[config.mk]
export PLATFORM = sky130hd
export DESIGN_NAME = alu_unit
export DESIGN_NICKNAME = d
export VERILOG_FILES = /design/src/rtl/alu_pkg.sv /design/src/rtl/alu_shift_add_mul.sv /design/src/rtl/alu_unit.sv
export SDC_FILE = /design/constraint.sdc
export NUM_CORES = 1
export LEC_CHECK = 0
export BUFFER_PORTS_ARGS = -buffer_cell sky130_fd_sc_hd__buf_2
export CELL_PAD_IN_SITES_DETAIL_PLACEMENT = 0
export CELL_PAD_IN_SITES_GLOBAL_PLACEMENT = 1
export CORE_UTILIZATION = 47
export CTS_BUF_LIST = sky130_fd_sc_hd__clkbuf_4 sky130_fd_sc_hd__clkbuf_8
export CTS_CLUSTER_DIAMETER = 30
export DETAILED_ROUTE_END_ITERATION = 7
export PLACE_DENSITY_LB_ADDON = 0.1
export SYNTH_ARGS = -nofsm -noshare
export SYNTH_HDL_FRONTEND = slang
export SYNTH_HIERARCHICAL = 1
export SYNTH_SLANG_ARGS = --single-unit
[constraint.sdc]
create_clock -name CLK -period 4.45 [get_ports CLK]
set_clock_uncertainty 0.2 [all_clocks]
set_input_delay 0.89 -clock CLK [delete_from_list [all_inputs] [get_ports CLK]]
set_output_delay 0.89 -clock CLK [all_outputs]
set_load 0.05 [all_outputs]
[src/rtl/alu_pkg.sv]
// Shared definitions for the ALU: operation codes and controller states.
package alu_pkg;

    localparam logic [2:0] OP_ADD = 3'b000;
    localparam logic [2:0] OP_SUB = 3'b001;
    localparam logic [2:0] OP_AND = 3'b010;
    localparam logic [2:0] OP_OR  = 3'b011;
    localparam logic [2:0] OP_XOR = 3'b100;
    localparam logic [2:0] OP_SHL = 3'b101;
    localparam logic [2:0] OP_SHR = 3'b110;
    localparam logic [2:0] OP_MUL = 3'b111;

    typedef enum logic [1:0] {
        ST_IDLE = 2'd0,
        ST_MUL  = 2'd1,
        ST_DONE = 2'd2
    } state_t;

endpackage

[src/rtl/alu_shift_add_mul.sv]
// Iterative unsigned multiplier: one shift-add step per step_i cycle.
// product_o is the product as it will be after the current step, so the
// controller can latch the final value on the same edge as the last step.
module alu_shift_add_mul #(
    parameter int WIDTH = 8
) (
    input  logic                         clk,
    input  logic                         rst_n,
    input  logic                         start_i,
    input  logic                         step_i,
    input  logic [WIDTH-1:0]             a_i,
    input  logic [WIDTH-1:0]             b_i,
    output logic [2*WIDTH-1:0]           product_o,
    output logic [$clog2(WIDTH+1)-1:0]   done_count_o
);

    localparam int CW = $clog2(WIDTH+1);

    logic [2*WIDTH-1:0] prod_q, prod_d;
    logic [2*WIDTH-1:0] mcand_q;
    logic [WIDTH-1:0]   mplier_q;
    logic [CW-1:0]      cnt_q;

    // Add the shifted multiplicand when the current multiplier LSB is set.
    always_comb begin
        prod_d = prod_q;
        if (mplier_q[0]) prod_d = prod_q + mcand_q;
    end

    // Operand capture on start, then one partial-product step per cycle.
    always_ff @(posedge clk) begin
        if (!rst_n) begin
            prod_q   <= '0;
            mcand_q  <= '0;
            mplier_q <= '0;
            cnt_q    <= '0;
        end else if (start_i) begin
            prod_q   <= '0;
            mcand_q  <= {{WIDTH{1'b0}}, a_i};
            mplier_q <= b_i;
            cnt_q    <= '0;
        end else if (step_i) begin
            prod_q   <= prod_d;
            mcand_q  <= mcand_q << 1;
            mplier_q <= mplier_q >> 1;
            cnt_q    <= cnt_q + CW'(1);
        end
    end

    assign product_o    = prod_d;
    assign done_count_o = cnt_q;

endmodule

[src/rtl/alu_unit.sv]
// Single-issue ALU: one-cycle logic/arith ops, WIDTH-cycle iterative multiply.
// Result and flags are registered and only change when an operation completes.
module alu_unit
    import alu_pkg::*;
#(
    parameter int WIDTH = 8
) (
    input  logic             CLK,
    input  logic             CLR,
    input  logic             START,
    input  logic [2:0]       OP,
    input  logic [WIDTH-1:0] REGA,
    input  logic [WIDTH-1:0] REGB,
    input  logic             EU,
    output logic [WIDTH-1:0] result,
    output logic             BUSY,
    output logic             DONE,
    output logic             CF,
    output logic             ZF,
    output logic             NF,
    output logic             VF
);

    localparam int         CW   = $clog2(WIDTH+1);
    localparam int         M    = WIDTH - 1;
    localparam logic [CW-1:0] LAST = CW'(WIDTH - 1);

    state_t             state_q;
    logic [WIDTH-1:0]   res_q, res_d;
    logic               cf_q, zf_q, nf_q, vf_q, cf_d, vf_d;
    logic               busy_q, done_q;
    logic [WIDTH:0]     add_w, sub_w;
    logic [2*WIDTH-1:0] mul_prod;
    logic [CW-1:0]      mul_cnt;
    logic               mul_start, mul_step;

    assign add_w = {1'b0, REGA} + {1'b0, REGB};
    assign sub_w = {1'b0, REGA} - {1'b0, REGB};

    assign mul_start = (state_q == ST_IDLE) && START && (OP == OP_MUL);
    assign mul_step  = (state_q == ST_MUL);

    alu_shift_add_mul #(.WIDTH(WIDTH)) u_mul (
        .clk          (CLK),
        .rst_n        (CLR),
        .start_i      (mul_start),
        .step_i       (mul_step),
        .a_i          (REGA),
        .b_i          (REGB),
        .product_o    (mul_prod),
        .done_count_o (mul_cnt)
    );

    // Single-cycle datapath; MUL is handled by the iterative unit.
    always_comb begin
        res_d = '0;
        cf_d  = 1'b0;
        vf_d  = 1'b0;
        case (OP)
            OP_ADD: begin
                res_d = add_w[WIDTH-1:0];
                cf_d  = add_w[WIDTH];
                vf_d  = (REGA[M] == REGB[M]) && (add_w[M] != REGA[M]);
            end
            OP_SUB: begin
                res_d = sub_w[WIDTH-1:0];
                cf_d  = sub_w[WIDTH];
                vf_d  = (REGA[M] != REGB[M]) && (sub_w[M] != REGA[M]);
            end
            OP_AND: res_d = REGA & REGB;
            OP_OR:  res_d = REGA | REGB;
            OP_XOR: res_d = REGA ^ REGB;
            OP_SHL: begin
                res_d = REGA << 1;
                cf_d  = REGA[M];
            end
            OP_SHR: begin
                res_d = REGA >> 1;
                cf_d  = REGA[0];
            end
            default: ;
        endcase
    end

    // Controller: accept in IDLE, iterate in MUL, pulse DONE for one cycle.
    always_ff @(posedge CLK) begin
        if (!CLR) begin
            state_q <= ST_IDLE;
            res_q   <= '0;
            cf_q    <= 1'b0;
            zf_q    <= 1'b0;
            nf_q    <= 1'b0;
            vf_q    <= 1'b0;
            busy_q  <= 1'b0;
            done_q  <= 1'b0;
        end else begin
            done_q <= 1'b0;
            case (state_q)
                ST_IDLE: begin
                    if (START) begin
                        busy_q <= 1'b1;
                        if (OP == OP_MUL) begin
                            state_q <= ST_MUL;
                        end else begin
                            res_q   <= res_d;
                            cf_q    <= cf_d;
                            vf_q    <= vf_d;
                            zf_q    <= (res_d == '0);
                            nf_q    <= res_d[M];
                            done_q  <= 1'b1;
                            state_q <= ST_DONE;
                        end
                    end
                end
                ST_MUL: begin
                    if (mul_cnt == LAST) begin
                        res_q   <= mul_prod[WIDTH-1:0];
                        cf_q    <= |mul_prod[2*WIDTH-1:WIDTH];
                        vf_q    <= 1'b0;
                        zf_q    <= (mul_prod[WIDTH-1:0] == '0);
                        nf_q    <= mul_prod[M];
                        done_q  <= 1'b1;
                        state_q <= ST_DONE;
                    end
                end
                default: begin
                    busy_q  <= 1'b0;
                    state_q <= ST_IDLE;
                end
            endcase
        end
    end

    assign result = EU ? res_q : '0;
    assign BUSY   = busy_q;
    assign DONE   = done_q;
    assign CF     = cf_q;
    assign ZF     = zf_q;
    assign NF     = nf_q;
    assign VF     = vf_q;

endmodule

* Yosys cells after proc, flatten, opt, wreduce, memory -nomap -nowiden
Cells that the tools add are included.
** Word-level totals
- Flip-flop bits (word level) :: 60
- Bits of input ports :: 23
- Output and inout bits :: 14
- Logic and storage cells :: 92
** Cells by class
- Add/sub/neg operators :: 4
- Eq/ne operators :: 16
- Muxes and demuxes :: 39
- Bitwise gates (word level) :: 5
- Reduce and logical (&&, ||, !) cells :: 15
** Operator list (number)
- $mux 8 :: 8
- $pmux 8 s7 :: 1
- $add 16x16->16 :: 1
- $logic_not 8->1 :: 2
- $mux 1 :: 16
- $mux 16 :: 1
- $pmux 8 s2 :: 1
- $pmux 1 s2 :: 7
- $eq 3x3->1 const B :: 4
- $add 8x8->9 :: 1
- $sub 8x8->9 :: 1
- $and 8x8->8 :: 1
- $or 8x8->8 :: 1
- $reduce_or 8->1 :: 1
- $xor 8x8->8 :: 1
- $eq 3x2->1 const B :: 2
- $mux 2 :: 3
- $add 4x1->4 const B :: 1
- $eq 4x3->1 const B :: 1
- $logic_and 1x1->1 :: 4
- $ne 2x2->1 const B :: 2
- $pmux 1 s4 :: 1
- $pmux 2 s2 :: 1
- $reduce_and 2->1 :: 2
- 11 further kinds :: 15

* Depth between registers and ports, before layout
- Depth in word-level cells :: 7
- Depth in mapped cells :: 14
- Mapped depth without buffers :: 14

* Hierarchy
The synthesis kept the hierarchy.
** By module, submodules not included
- alu_shift_add_mul :: times used 1, cells each 301, area each 2646.3 µm², sequential area each 880.8 µm²
- alu_unit :: times used 1, cells each 297, area each 2210.9 µm², sequential area each 300.3 µm²

* Worst setup path before layout
OpenSTA, ideal clock, no wires.
- Kind :: register to register
- Start :: reg u_mul.prod_q[0]
- End :: reg cf_q, in the netlist CF
- Library setup time :: 142 ps
- Arrival time :: 2953 ps
- Required time :: 4108 ps
- Setup slack :: 1155 ps
- Stages on the path, launching flop included :: 15
- Path buffers :: 0
- Clock period less this slack :: 3295 ps
- Path through :: dfxtp_1 -> ha_1 -> fa_1 -> a21o_1 -> a311oi_2 -> nor3b_1 -> o31a_1 -> or3_1 -> a31o_1 -> nor4_1 -> a21oi_1 -> a21oi_1 -> nand2_1 -> o211ai_1 -> a41oi_1
** On the way
- Word-level cells in the longest chain between the ends :: 5
** Ends and longest elaborated chain
- start: declaration :: RTL line alu_shift_add_mul.sv:19 : logic [2*WIDTH-1:0] prod_q, prod_d;
- start signal: assignment :: RTL line alu_shift_add_mul.sv:43 : prod_q <= prod_d;
- $add 16x16->16 :: RTL line alu_shift_add_mul.sv:27 : if (mplier_q[0]) prod_d = prod_q + mcand_q;
- $mux 16 :: RTL line alu_shift_add_mul.sv:27
- via mul_prod[12] :: RTL line alu_unit.sv:33 : logic [2*WIDTH-1:0] mul_prod;
- $reduce_or 8->1 :: RTL line alu_unit.sv:118 : cf_q <= |mul_prod[2*WIDTH-1:WIDTH];
- $mux 1 :: RTL line alu_unit.sv:116 : if (mul_cnt == LAST) begin
- $pmux 1 s2 :: RTL line alu_unit.sv:98 : case (state_q)
- end signal: assignment :: RTL line alu_unit.sv:118
- end: declaration :: RTL line alu_unit.sv:30 : logic cf_q, zf_q, nf_q, vf_q, cf_d, vf_d;
The timed path passes the listed nets, and every way through them passes these cells. The select of a mux whose other input is x is not followed.
A chain may end at the register's enable or synchronous reset.

* Worst setup path in the final report
Ends and elaborated chain as after synthesis.

==> summary.txt <==
Outcome
  – Status: finished, final reports clean

Die
  – Row cnt: 36
  – Die width: a little over 100 um
  – Die area: between 0.01 and 0.015 mm2
  – Initial Util: just under 50%
  – Core Area: just under 0.01 mm2
  – I/O Pins: 37
  – Die H: around 100 um

STA
  – Final setup margin: between 800 and 900 ps
  – Hold Fails Final Rpt: 0
  – Max-slew headroom: 36.4%
  – Final setup viols: 0
  – Final critical-path required period: roughly 3600 ps
  – RSZ-0062 raised after global routing: no
  – Slew Limit Fails: 0
  – Final Cycle Share: between 80% and 90%
  – Worst Tran Pin Value: 953 ps
  – FMAX: roughly 280 MHz
  – Setup TNS: 0 ps

Worst setup path
  – Crit path from: u_mul/prod_q[0]
  – Worst R2R Start: u_mul/prod_q[0]
  – Worst path required time: approximately 4500 ps
  – Worst R2R End: CF
  – R2R setup slack: 830 ps
  – Worst EP arrival: between 3000 and 4000 ps
  – Max incr delay on CP: roughly 410 ps
  – CP startpoint kind: flop
  – Worst path bufs/invs: 0
  – Cell mode on critical path: a21oi_1
  – Crit path cell chain: ha_1, fa_1, a21o_1, a311oi_2, nor3b_1, o31a_1, or3_1, a31o_1, nor4_1, a21oi_1, a21oi_1, nand2_1, o211ai_1, a41oi_1
  – Critical path class: flop to flop
  – Family with the most delay on the worst path: compound AO/OA/AOI/OAI gates
  – Reg2Reg Depth: 14
  – Worst setup EP type: flop
  – Critical path fanouts, max: 4
  – CP max-delay cell: fa_1

Route
  – DRC: 0
  – 1st-pass router iterations: 4
  – WL per Instance: around 18 um
  – Vias per cell: between 5 and 6
  – Total detailed-routing wirelength: 13200 um
  – Via count: about 4400
  – DRT iter0 DRCs: between 100 and 150
  – Post-route ant nets: 0

Synthesis
  – Cell Area, Synth: around 0.0049 mm2
  – Yosys Warn Count: 6
  – Main flop type after synthesis: dfxtp_1
  – Post-synth EDFFs: 0
  – Cell count after synthesis: 598
  – Area leader, netlist: dfxtp_1
  – Syn_nets: ~660
  – #FFs+latches synth: 59
  – Ys async rst share: 0%
  – Area share of the largest cell type after synthesis: between 20 and 25%
  – Distinct cells, synth: 70
  – Post-Syn Area per Cell: approximately 8.1 um2
  – Post-synthesis sequential area ratio: between 20% and 30%
  – Largest cells by area after synthesis: dfxtp_1, ha_1, mux2i_1

Global route
  – Initial antenna violation count: 0
  – GRT Util Overall: about 26%
  – Overflow after GRT: 0
  – Vias in the first global route: 4278
  – First-pass GRT wire length: roughly 22000 um
  – Pin count of the biggest net entering global routing: 34

Clock tree
  – Post-CTS Setup Bufs: 0
  – # clock sinks: 59
  – CTS tree: yes
  – # resized after CTS: 0
  – Clk Latency, worst-skew pair: around 350 ps
  – CTS clk-pin slew, worst paths: around 80 ps
  – Clock buffer depth: 2
  – Clk root buf: clkbuf_8
  – Cts hold-fix bufs: 0
  – Num CTS Buffers: 9
  – H-tree levels: 3

Placement
  – Buffers on Ports: 36
  – Placer congestion estimate: a little over 0.9
  – Post-DP HPWL: about 10000 um
  – Placed Cells: 740
  – Placement Setup Slack: between 700 and 800 ps
  – DP Area: roughly 0.0051 mm2

Power
  – Peak supply drop: 0.000115 V
  – Power Density: roughly 250 mW/mm2
  – Part of the power in registers: 42.8%
  – Switch Pwr: roughly 0.44 mW
  – Clock share of power: about a third
  – P_int: roughly 0.86 mW
  – Switching fraction of total power: around a third
  – Power Total: between 1 and 1.5 mW
  – Leakage: ~2.2 nW
  – Logic gate share of total power: approximately 23%

Final layout
  – Design area: 0.00526 mm2
  – Number of antenna diodes: 0
  – P&R area growth vs syn: 8.37%
  – Layout cells sized above 1: between 10% and 20%
  – Final std cells w/o fill: 756
  – Nets: ~700

Min path
  – Hold Path Sink: BUSY
  – Hold Crit Depth: 2
  – Worst hold path class: flop to flop
  – Hold_sp: BUSY

Flow run
  – # Max-Cap Violations: 0
-- cells in the mapped netlist (12+ instances only) --
master     n
nor2_1    45
nor2b_1   17
mux2i_1   34
nor3_1    12
and2_1    24
nand2_1   52
ha_1      40
clkbuf_1  18
mux2_2    15
inv_1     32
o21ai_0   35
dfxtp_1   59
a21oi_1   30
-- worst register-to-register path, stage by stage (launching register included) --
cell	delay [ps]
dfxtp_1	320
ha_1	230
fa_1	410
a21o_1	240
a311oi_2	330
nor3b_1	110
o31a_1	290
or3_1	320
a31o_1	220
nor4_1	310
a21oi_1	160
a21oi_1	140
nand2_1	60
o211ai_1	100
a41oi_1	60
-- metrics by stage --
| stage | hold WS [ps] | util (%) |
|---|---|---|
| detailed placement | 246 | 51.4 |
| floorplan | 236 | - |
| global placement | 237 | 51.4 |
| global route | 281 | 53.1 |
| finish | 250 | 53.1 |
| CTS | 258 | 53.1 |
-- registers in the layout (all words and copies together) (netlist names) --
signal              flops
state_q                 2
u_mul/mcand_q          16
u_mul/mplier_q          8
u_mul/prod_q           16
VF                      1
CF                      1
ZF                      1
res_q                   8
DONE                    1
u_mul/done_count_o      4
BUSY                    1
-- how the worst max path moves through the flow --
stage	slack, ps	cells past startpoint	endpoint
after CTS	790	14	CF
final	830	14	CF
after global routing	610	14	CF
after global placement	860	14	CF
after floorplan	1160	14	CF
after detailed placement	790	14	CF
-- cells in the final DEF, fill, tap and decap left out, types with 4 or more instances in the layout --
master | synthesis | layout
dfxtp_1 | 59 | 59
nand2_1 | 52 | 52
nor2_1 | 45 | 45
ha_1 | 40 | 40
buf_2 | 7 | 36
o21ai_0 | 35 | 35
mux2i_1 | 34 | 34
inv_1 | 32 | 31
a21oi_1 | 30 | 30
and2_1 | 24 | 24
nor2b_1 | 17 | 17
mux2_2 | 15 | 15
nand3_1 | 11 | 11
nor3_1 | 12 | 11
nor4_1 | 11 | 11
xnor2_1 | 11 | 11
xor2_1 | 9 | 9
clkbuf_8 | 0 | 9
nand2b_1 | 8 | 8
nor3b_1 | 8 | 8
o21a_1 | 8 | 8
a22o_1 | 7 | 7
a21o_1 | 6 | 6
o211ai_1 | 6 | 6
a21boi_0 | 5 | 5
a31o_1 | 5 | 5
buf_4 | 1 | 5
a211oi_1 | 4 | 4
and3_1 | 4 | 4
o21bai_1 | 4 | 4
or3_1 | 4 | 4
nand4_1 | 4 | 4
-- power by group through the flow --
stage / logic, mW / clock network [mW] / registers [mW]
after floorplan: 0.204 / 0 / 0.577
after global placement: 0.296 / 0 / 0.567
after detailed placement: 0.298 / 0 / 0.567
after CTS: 0.299 / 0.457 / 0.555
after global routing: 0.329 / 0.474 / 0.557
final: 0.301 / 0.442 / 0.555
-- final cells by class --
cell class | instances | area (um2)
fillers | 1004 | 4650
multi-input cells | 475 | 3400
flip-flops and latches | 59 | 1180
repair buffers | 41 | 218
well taps | 133 | 166
clock buffers | 10 | 131
inverters | 32 | 120
clock inverters | 6 | 42.5
-- cell families (layout without fill, tap and decap cells) --
logic type	count (synthesis)	after routing	synth area share (%)
xor gates and xnor gates	20	20	3.61
adders and majority gates	43	43	11.5
DFF	59	59	24.3
muxes	51	51	11.4
AOI/OAI and AO/OA	151	151	21.3
buffers and inverters	64	89	5.69
and+or+nand+nor	210	210	22.1
-- layer usage --
| metal | vias up | global-route usage [%] | part of all wire, % |
|---|---|---|---|
| met1 | 2084 | 33.2 | 47 |
| met4 | 0 | 6.33 | 1.4 |
| met3 | 15 | 4.28 | 3.6 |
| li1 | 2188 | - | - |
| met2 | 88 | 44.2 | 48 |
| met5 | - | 0 | 0 |
Note: power is estimated with default switching activity, not from simulation.
